`src/rtl/rst_mp_if.sv`:
```
// rtl/rst_mp_if.sv - dispatch/writeback/lookup bundle for the register status table
interface rst_mp_if #(
  parameter int NREGS = 16,
  parameter int TAG_W = 4,
  parameter int NWB   = 2,
  parameter int NRD   = 2
);
  localparam int SEL_W = $clog2(NREGS);
  localparam int CNT_W = $clog2(NREGS + 1);

  logic                   flush;
  logic                   di_write;
  logic [SEL_W-1:0]       di_sel;
  logic [TAG_W-1:0]       di_tag;
  logic [NWB-1:0]         wb_write;
  logic [NWB*SEL_W-1:0]   wb_sel;
  logic [NWB*TAG_W-1:0]   wb_tag;
  logic [NRD*SEL_W-1:0]   rd_sel;
  logic [NRD-1:0]         rd_busy;
  logic [NRD*TAG_W-1:0]   rd_tag;
  logic [CNT_W-1:0]       busy_cnt;
  logic                   full;

  modport master (
    output flush, di_write, di_sel, di_tag, wb_write, wb_sel, wb_tag, rd_sel,
    input  rd_busy, rd_tag, busy_cnt, full
  );

  modport slave (
    input  flush, di_write, di_sel, di_tag, wb_write, wb_sel, wb_tag, rd_sel,
    output rd_busy, rd_tag, busy_cnt, full
  );
endinterface

```
`src/rtl/rst_mp.sv`:
```
// rtl/rst_mp.sv - multi-port register status table; RST_MP_WB_BYPASS_EN forwards writebacks to lookups
module rst_mp #(
  parameter int NREGS = 16,
  parameter int TAG_W = 4,
  parameter int NWB   = 2,
  parameter int NRD   = 2
) (
  input  logic        CLK,
  input  logic        nRST,
  rst_mp_if.slave     bus
);
  localparam int SEL_W = $clog2(NREGS);
  localparam int CNT_W = $clog2(NREGS + 1);

  logic [NREGS-1:0] busy_q, busy_d;
  logic [TAG_W-1:0] tag_q [NREGS];
  logic [TAG_W-1:0] tag_d [NREGS];
  logic [CNT_W-1:0] cnt_q, cnt_d;
  logic [NREGS-1:0] wb_hit;

  // Per entry: does any writeback port retire the current rename of this register
  always_comb begin
    wb_hit = '0;
    for (int r = 0; r < NREGS; r++) begin
      for (int k = 0; k < NWB; k++) begin
        if (bus.wb_write[k] && bus.wb_sel[k*SEL_W +: SEL_W] == SEL_W'(r) &&
            busy_q[r] && tag_q[r] == bus.wb_tag[k*TAG_W +: TAG_W]) begin
          wb_hit[r] = 1'b1;
        end
      end
    end
  end

  // Next state: flush, then dispatch (newer rename beats old writeback), then tag-matched clear
  always_comb begin
    busy_d = busy_q;
    tag_d  = tag_q;
    cnt_d  = '0;
    for (int r = 0; r < NREGS; r++) begin
      if (bus.flush) begin
        busy_d[r] = 1'b0;
        tag_d[r]  = '0;
      end else if (bus.di_write && bus.di_sel == SEL_W'(r)) begin
        busy_d[r] = 1'b1;
        tag_d[r]  = bus.di_tag;
      end else if (wb_hit[r]) begin
        busy_d[r] = 1'b0;
        tag_d[r]  = '0;
      end
    end
    for (int r = 0; r < NREGS; r++) begin
      cnt_d = cnt_d + CNT_W'(busy_d[r]);
    end
  end

  // Table and busy count registers
  always_ff @(posedge CLK or negedge nRST) begin
    if (!nRST) begin
      busy_q <= '0;
      cnt_q  <= '0;
      for (int r = 0; r < NREGS; r++) tag_q[r] <= '0;
    end else begin
      busy_q <= busy_d;
      cnt_q  <= cnt_d;
      for (int r = 0; r < NREGS; r++) tag_q[r] <= tag_d[r];
    end
  end

  // Lookup ports: selects that match no entry (out of range) read as idle
  always_comb begin
    bus.rd_busy = '0;
    bus.rd_tag  = '0;
    for (int i = 0; i < NRD; i++) begin
      for (int r = 0; r < NREGS; r++) begin
        if (bus.rd_sel[i*SEL_W +: SEL_W] == SEL_W'(r) && busy_q[r]) begin
`ifdef RST_MP_WB_BYPASS_EN
          if (!wb_hit[r]) begin
            bus.rd_busy[i]                = 1'b1;
            bus.rd_tag[i*TAG_W +: TAG_W]  = tag_q[r];
          end
`else
          bus.rd_busy[i]                  = 1'b1;
          bus.rd_tag[i*TAG_W +: TAG_W]    = tag_q[r];
`endif
        end
      end
    end
  end

  assign bus.busy_cnt = cnt_q;
  assign bus.full     = (cnt_q == CNT_W'(NREGS));
endmodule
```
`src/flat_wrapper.sv`:
```
// flat-port wrapper written by rule: the top's interface ports become plain ports
module rst_mp_flat 
#(
  parameter int NREGS = 16,
  parameter int TAG_W = 4,
  parameter int NWB   = 2,
  parameter int NRD   = 2
)
  (CLK, nRST, bus_flush, bus_di_write, bus_di_sel, bus_di_tag, bus_wb_write, bus_wb_sel, bus_wb_tag, bus_rd_sel, bus_rd_busy, bus_rd_tag, bus_busy_cnt, bus_full);
  rst_mp_if #(.NREGS(NREGS), .TAG_W(TAG_W), .NWB(NWB), .NRD(NRD)) bus_i ();
  input  logic CLK;
  input  logic nRST;
  input wire logic [$bits(bus_i.flush)-1:0] bus_flush;
  input wire logic [$bits(bus_i.di_write)-1:0] bus_di_write;
  input wire logic [$bits(bus_i.di_sel)-1:0] bus_di_sel;
  input wire logic [$bits(bus_i.di_tag)-1:0] bus_di_tag;
  input wire logic [$bits(bus_i.wb_write)-1:0] bus_wb_write;
  input wire logic [$bits(bus_i.wb_sel)-1:0] bus_wb_sel;
  input wire logic [$bits(bus_i.wb_tag)-1:0] bus_wb_tag;
  input wire logic [$bits(bus_i.rd_sel)-1:0] bus_rd_sel;
  output wire logic [$bits(bus_i.rd_busy)-1:0] bus_rd_busy;
  output wire logic [$bits(bus_i.rd_tag)-1:0] bus_rd_tag;
  output wire logic [$bits(bus_i.busy_cnt)-1:0] bus_busy_cnt;
  output wire logic [$bits(bus_i.full)-1:0] bus_full;
  assign bus_i.flush = bus_flush;
  assign bus_i.di_write = bus_di_write;
  assign bus_i.di_sel = bus_di_sel;
  assign bus_i.di_tag = bus_di_tag;
  assign bus_i.wb_write = bus_wb_write;
  assign bus_i.wb_sel = bus_wb_sel;
  assign bus_i.wb_tag = bus_wb_tag;
  assign bus_i.rd_sel = bus_rd_sel;
  assign bus_rd_busy = bus_i.rd_busy;
  assign bus_rd_tag = bus_i.rd_tag;
  assign bus_busy_cnt = bus_i.busy_cnt;
  assign bus_full = bus_i.full;
  rst_mp #(.NREGS(NREGS), .TAG_W(TAG_W), .NWB(NWB), .NRD(NRD)) u_core (.CLK(CLK), .nRST(nRST), .bus(bus_i));
endmodule
```
`config.mk`:
```
export PLATFORM = sky130hd
export DESIGN_NAME = rst_mp_flat
export DESIGN_NICKNAME = d
export VERILOG_FILES = /design/src/rtl/rst_mp_if.sv /design/src/rtl/rst_mp.sv /design/src/flat_wrapper.sv
export SDC_FILE = /design/constraint.sdc
export NUM_CORES = 1
export LEC_CHECK = 0
export CAP_MARGIN = 20
export CELL_PAD_IN_SITES_DETAIL_PLACEMENT = 0
export CELL_PAD_IN_SITES_GLOBAL_PLACEMENT = 2
export CORE_ASPECT_RATIO = 1.5
export CORE_MARGIN = 1
export CORE_UTILIZATION = 25
export CTS_BUF_LIST = sky130_fd_sc_hd__clkbuf_8
export DETAILED_ROUTE_END_ITERATION = 6
export PLACE_DENSITY_LB_ADDON = 0.1
export SYNTH_ARGS = -nofsm -noshare
export SYNTH_HDL_FRONTEND = slang
export SYNTH_SLANG_ARGS = --single-unit
```
`constraint.sdc`:
```
create_clock -name CLK -period 5.8 [get_ports CLK]
set_input_delay 1.45 -clock CLK [delete_from_list [all_inputs] [get_ports CLK]]
set_output_delay 1.45 -clock CLK [all_outputs]
set_load 0.02 [all_outputs]
```
==> flow_metrics.env, run 1 <==
export IMPL_final_nets=1103
export IMPL_async_flop_share=1.00
export IMPL_yosysUniqueCellTypes=72
export IMPL_cp_slowest_stage_delay_ps=600
export IMPL_grt_pass1_vias=7991
export IMPL_maxCapViolations=0
export IMPL_yosysSeqAreaShare=0.295
export IMPL_clock_sinks=85
export IMPL_yosysMostFrequentCell="dfrtp_1"
export IMPL_numCtsBuffers=9
export IMPL_clock_skew_ps=15.9
export IMPL_gp_congestion=0.967
export IMPL_p_sw_w=0.000497
export IMPL_clkTransAtPathRegs_ps=90
export IMPL_worst_pin_slew_ps=878
export IMPL_grt_ovfl_total=0
export IMPL_setup_ws_ps=85.7
export IMPL_finalHoldViolCount=0
export IMPL_startpoint_type="input port"
export IMPL_clk_latency_ps=440
export IMPL_min_period_ps=5710
export IMPL_clock_fmax_mhz=175
export IMPL_clockBufferDepth=2
export IMPL_ys_ff_latch=85
export IMPL_postLayoutCoreUtil=0.351
export IMPL_holdCritPathClass="flip-flop to flip-flop"
export IMPL_die_w_um=141
export IMPL_antenna_found_initial=0
export IMPL_drtIter0Drc=638
export IMPL_slew_violations=0
export IMPL_port_buffers=53
export IMPL_antenna_cells=0
export IMPL_wl_per_cell_um=28.8
export IMPL_grt_pass1_wl_mm=57.6
export IMPL_crit_cells=9
export IMPL_synth_area_mm2=0.00720
export IMPL_cpMaxStageDelayCell="clkdlybuf4s50_1"
export IMPL_ir_drop_uv=106
export IMPL_wl_mm=40.3
export IMPL_r2r_cells=15
export IMPL_switching_share=0.339
export IMPL_stdcell_count=1401
export IMPL_place_ws_ps=-859
export IMPL_synth_flop_cell="dfrtp_1"
export IMPL_crit_type="input port to output pin"
export IMPL_sequentialPowerShare=0.427
export IMPL_ios=54
export IMPL_synth_top_area_cell="dfrtp_1"
export IMPL_vias=7867
export IMPL_synthDominantCellAreaShare=0.295
export IMPL_drive_above_1_share=0.264
export IMPL_grt_max_degree=47
export IMPL_dpl_hpwl_mm=32.6
export IMPL_cp_num_buf_inv=3
export IMPL_ys_warn_count=0
export IMPL_hold_depth=2
export IMPL_cts_root_buf="clkbuf_8"
export IMPL_h_tree_depth=3
export IMPL_power_frac_comb=0.251
export IMPL_rsz0062_at_grt="yes"
export IMPL_slew_headroom=0.413
export IMPL_cp_required_ps=4350
export IMPL_die_h_um=210
export IMPL_syn_to_final_growth_pct=37.3
export IMPL_period_share=0.985
export IMPL_drt_drc_violations_left=0
export IMPL_rows=75
export IMPL_design_die_area_mm2=0.0295
export IMPL_synth_edf_count=0
export IMPL_fillers=2966
export IMPL_synth_common_cells="dfrtp_1 (85), xor2_1 (80), inv_1 (78), o22ai_1 (59), xnor2_1 (50)"
export IMPL_dpl_cell_count=1378
export IMPL_netlist_top_cells_area="dfrtp_1 (30%), xor2_1 (9.7%), xnor2_1 (6.1%)"
export IMPL_synthCells=853
export IMPL_clkPwrFrac=0.322
export IMPL_ant_nets=0
export IMPL_syn_num_nets=906
export IMPL_core_area_mm2=0.0282
export IMPL_cp_end_kind="output pin"
export IMPL_cp_max_fo=6
export IMPL_crit_chain="clkdlybuf4s50_1, and2b_2, nand3_1, nand3_1, a211oi_1, nor4b_2, buf_4, o31a_1, clkdlybuf4s50_1"
export IMPL_synth_avg_cell_area_um2=8.44
export IMPL_worst_path_dominant_cell_family="buffers and inverters"
export IMPL_finalSetupViolCount=0
export IMPL_outcome="finished clean"
export IMPL_worst_ep_arrival_time_ps=4260
export IMPL_vias_per_cell=5.62
export IMPL_cts_tree="built"
export IMPL_cts_hold_buf=0
export IMPL_p_int_w=0.000969
export IMPL_p_leak_nw=4.23
export IMPL_initial_core_util=0.256
export IMPL_power_density_mw_per_mm2=148
export IMPL_dr_pass1_iters=5
export IMPL_grt_usage=0.281
final timing paths:
kind	from	to	slack, ps
max	bus_rd_sel[2]	bus_rd_tag[2]	90
min	u_core.tag_q[4]	u_core.tag_q[4]	650
max reg2reg	u_core.tag_q[21]	u_core.bus.busy_cnt[4]	740
min reg2reg	u_core.tag_q[4]	u_core.tag_q[4]	650
max in group asynchronous	nRST	u_core.busy_q[1]	3700
min in group asynchronous	nRST	u_core.tag_q[21]	1020
what timing repair did:
action / CTS / global route
resized for setup: 55 / 51
setup endpoints to repair: 9 / 11
setup buffers: 3 / 4
pin swaps: 26 / 25
area by class of cell:
type                    instances  area [um2]  area share
multi-input cells             639        4810       0.486
flip-flops and latches         85        2130       0.215
repair buffers                237        2030       0.205
well taps                     346         433      0.0438
inverters                      78         293      0.0296
clock buffers                  10         138      0.0139
clock inverters                 6        63.8     0.00645
stage by stage:
stage / hold WS (ps) / area, um2 / setup TNS [ps] / power [W]
after floorplan: 556 / 7210 / 0 / 0.000784
after detailed placement: 629 / 9320 / -4140 / 0.000987
after CTS: 651 / 9690 / 0 / 0.00146
after global placement: 636 / 9320 / -3970 / 0.000986
final: 652 / 9890 / 0 / 0.00147
after global routing: 685 / 9890 / -163 / 0.00152
power by group through the flow:
stage | sequential [W] | clock, W | combinational [W]
floorplan | 0.000629 | 0 | 0.000154
global placement | 0.000637 | 0 | 0.000348
detailed placement | 0.000637 | 0 | 0.000350
CTS | 0.000626 | 0.000482 | 0.000357
global route | 0.000627 | 0.000504 | 0.000389
finish | 0.000626 | 0.000472 | 0.000368
layout by cell type (no fill, tap or decap), types with 9 or more instances in the layout:
master and instances:
inv_1 76, buf_4 170, xor2_1 78, nor3_1 14, nor2_1 34, o211ai_1 12, o221ai_1 9, buf_12 10
nand4_1 27, nand3_1 41, clkbuf_8 10, a22o_1 18, xnor2_1 50, dfrtp_1 85, nor4_1 14, nand2_1 42
a21oi_1 24, o21ai_0 11, clkdlybuf4s50_1 31, nor2b_1 13, o22ai_1 59, and3_1 19
sequential cells by signal (all words and copies together), names as in the netlist:
register and count:
u_core.busy_q 16, u_core.tag_q 64, u_core.bus.busy_cnt 5
logic make-up (layout without fill, tap and decap cells):
group / Yosys count / count (layout) / share of synthesized area
compound gates: 214 / 214 / 0.210
xor+xnor: 130 / 130 / 0.158
fa+ha+maj: 15 / 15 / 0.0365
buf+inv: 129 / 331 / 0.0803
flops: 85 / 85 / 0.295
mux: 7 / 7 / 0.0104
simple gates: 273 / 273 / 0.209
per-layer routing:
layer	share of wire	routed length [um]	GRT usage
met1	0.39	15900	0.325
met2	0.50	20100	0.486
met3	0.046	1840	0.0367
met4	0.063	2520	0.182
met5	0	0	0
worst register-to-register path: stages, from the launching register on:
cell     delay (ps)
dfrtp_1         550
xor2_4          250
or4_4           510
o31a_1          310
nand2_1          90
a21oi_2          90
fa_2            600
inv_2            50
fa_1            510
fa_1            450
fa_1            570
inv_2            40
fa_2            370
fa_2            370
a21oi_2         120
nor2b_1          60
(Power assumes the default switching activity.)
==> run 2, diff against run 1 <==
--- a/config.mk
+++ b/config.mk
@@ -10,7 +10,7 @@
 export CELL_PAD_IN_SITES_GLOBAL_PLACEMENT = 2
 export CORE_ASPECT_RATIO = 1.5
 export CORE_MARGIN = 1
-export CORE_UTILIZATION = 25
+export CORE_UTILIZATION = 38
 export CTS_BUF_LIST = sky130_fd_sc_hd__clkbuf_8
 export DETAILED_ROUTE_END_ITERATION = 6
 export PLACE_DENSITY_LB_ADDON = 0.1
==> run 2 against run 1 <==
  * Sequential power barely moved
  * Register-to-register slack got worse by 50 ps
  * Largest cell class unchanged
  * Count of clock-buffer cells in the layout fell by 1
  * Sequential share of layout area rose by 0.39 points
  * Clock power fell by 7.4%
  * Flip-flop and latch count did not move
  * Total power fell by 3.3%
  * Critical path type is now input port to flip-flop
  * Highest routed layer unchanged
  * Critical path depth rose by 7
==> flow_metrics.env, run 2 (synthesized netlist as in run 1, its figures left out) <==
export IMPL_rows=61
export IMPL_worst_pin_slew_ps=934
export IMPL_cp_max_fo=4
export IMPL_cts_tree="built"
export IMPL_grt_pass1_wl_mm=53.4
export IMPL_clock_skew_ps=9.01
export IMPL_largest_reg_flops=64
export IMPL_ios=54
export IMPL_wl_met3_mm=2.34
export IMPL_dpl_hpwl_mm=29.2
export IMPL_clockBufferDepth=2
export IMPL_grt_pass1_vias=8067
export IMPL_place_ws_ps=-871
export IMPL_grt_usage=0.388
export IMPL_antenna_found_initial=0
export IMPL_die_w_um=114
export IMPL_startpoint_type="input port"
export IMPL_ant_nets=0
export IMPL_dr_wl_met2_mm=17.6
export IMPL_cp_required_ps=6090
export IMPL_crit_path_frequent_cell="fa_1"
export IMPL_top_layer_used="met4"
export IMPL_gp_congestion=1.01
export IMPL_vias=8056
export IMPL_finalHoldViolCount=0
export IMPL_design_die_area_mm2=0.0195
export IMPL_final_setup_tns_ps=0
export IMPL_stdcell_count=1307
export IMPL_dr_pass1_iters=6
export IMPL_crit_type="input port to flip-flop"
export IMPL_antenna_cells=0
export IMPL_port_buffers=53
export IMPL_grt_max_degree=78
export IMPL_cp_slowest_stage_delay_ps=570
export IMPL_p_total_w=0.00142
export IMPL_wl_per_cell_um=28.1
export IMPL_top_register="u_core.tag_q"
export IMPL_finalSetupViolCount=0
export IMPL_setup_ws_ps=54.1
export IMPL_layout_commonest_cell="buf_4"
export IMPL_drtIter0Drc=781
export IMPL_cp_num_buf_inv=3
export IMPL_clock_fmax_mhz=174
export IMPL_cp_end_kind="flip-flop"
export IMPL_die_h_um=171
export IMPL_outcome="finished clean"
export IMPL_cts_root_buf="clkbuf_8"
export IMPL_maxCapViolations=0
export IMPL_clk_latency_ps=390
export IMPL_holdCritPathClass="flip-flop to flip-flop"
export IMPL_period_share=0.991
export IMPL_clock_sinks=85
export IMPL_clkTransAtPathRegs_ps=100
export IMPL_syn_to_final_growth_pct=34.9
export IMPL_grt_ovfl_total=0
export IMPL_final_nets=1103
export IMPL_wl_mm=36.7
export IMPL_drt_drc_violations_left=0
export IMPL_core_area_mm2=0.0185
export IMPL_p_leak_nw=4.21
export IMPL_worst_path_dominant_cell_family="adder cells"
export IMPL_vias_per_cell=6.16
export IMPL_rsz0062_at_grt="yes"
export IMPL_min_period_ps=5750
export IMPL_crit_chain="clkdlybuf4s50_1, nor2_2, a31oi_1, nand2_1, a21oi_2, ha_4, inv_2, fa_1, fa_1, fa_1, fa_1, inv_2, fa_2, fa_2, a21oi_2, nor2b_1"
export IMPL_numCtsBuffers=9
export IMPL_slew_violations=0
export IMPL_m1WireLength_mm=13.6
export IMPL_final_cell_mix="buf_4 (173), dfrtp_1 (85), xor2_1 (77)"
export IMPL_h_tree_depth=3
export IMPL_initial_core_util=0.388
export IMPL_cts_hold_buf=0
export IMPL_worst_ep_arrival_time_ps=6040
export IMPL_cpMaxStageDelayCell="fa_1"
export IMPL_drive_above_1_share=0.262
export IMPL_ir_drop_uv=102
export IMPL_slew_headroom=0.376
export IMPL_power_density_mw_per_mm2=146
export IMPL_dpl_cell_count=1272
## run 2: power breakdown
part	total, W	switching (W)	internal (W)
Clock	0.000437	0.000272	0.000165
Combinational	0.000354	0.000200	0.000154
Sequential	0.000627	0.0000235	0.000603
Total	0.00142	0.000495	0.000923
## run 2: repair_timing
action                     CTS  global route
pin swaps                   27            33
gates resized for setup     65            55
buffers inserted             8            12
hold endpoints to repair     0             0
gates cloned                 0             0
setup endpoints to repair    8            10
## run 2: per-layer routing
metal  vias to the layer above  GRT usage
met3                       144     0.0560
li1                       3501          -
met2                       417      0.638
met5                         -          0
met4                         0      0.294
met1                      3994      0.455
## run 2: worst paths after layout
kind / startpoint / endpoint / slack, ps / cells past startpoint
max: bus_wb_sel[0] / u_core.bus.busy_cnt[4] / 50 / 16
min: u_core.tag_q[44] / u_core.tag_q[44] / 660 / 2
max reg2reg: u_core.tag_q[56] / u_core.bus.busy_cnt[4] / 690 / 17
min reg2reg: u_core.tag_q[44] / u_core.tag_q[44] / 660 / 2
max in group asynchronous: nRST / u_core.tag_q[53] / 4050 / 3
min in group asynchronous: nRST / u_core.tag_q[15] / 860 / 1
## run 2: final cells by class
type | count | area, um2
Multi-Input combinational cell | 639 | 4790
Clock inverter | 7 | 67.6
Sequential cell | 85 | 2130
Clock buffer | 9 | 124
Fill cell | 1838 | 8840
Tap cell | 252 | 315
Inverter | 78 | 293
Timing Repair Buffer | 237 | 2000
## run 2: metrics by stage
stage,util,cell area (um2),hold slack [ps]
after floorplan,-,7210,556
after global placement,0.489,9060,640
after detailed placement,0.489,9060,643
after CTS,0.509,9440,659
after global routing,0.524,9710,673
final,0.524,9710,662
## run 2: worst reg2reg max path, stage by stage, from the launching register on
cell     delay, ps
dfrtp_1        720
xor2_4         190
nor4_2         280
and3_4         230
a31oi_4         40
a21oi_2        170
nor2_2          70
ha_4           280
inv_2           40
fa_1           450
fa_1           510
fa_1           450
fa_1           570
inv_2           40
fa_2           400
fa_2           380
a21oi_2        130
nor2b_1         50
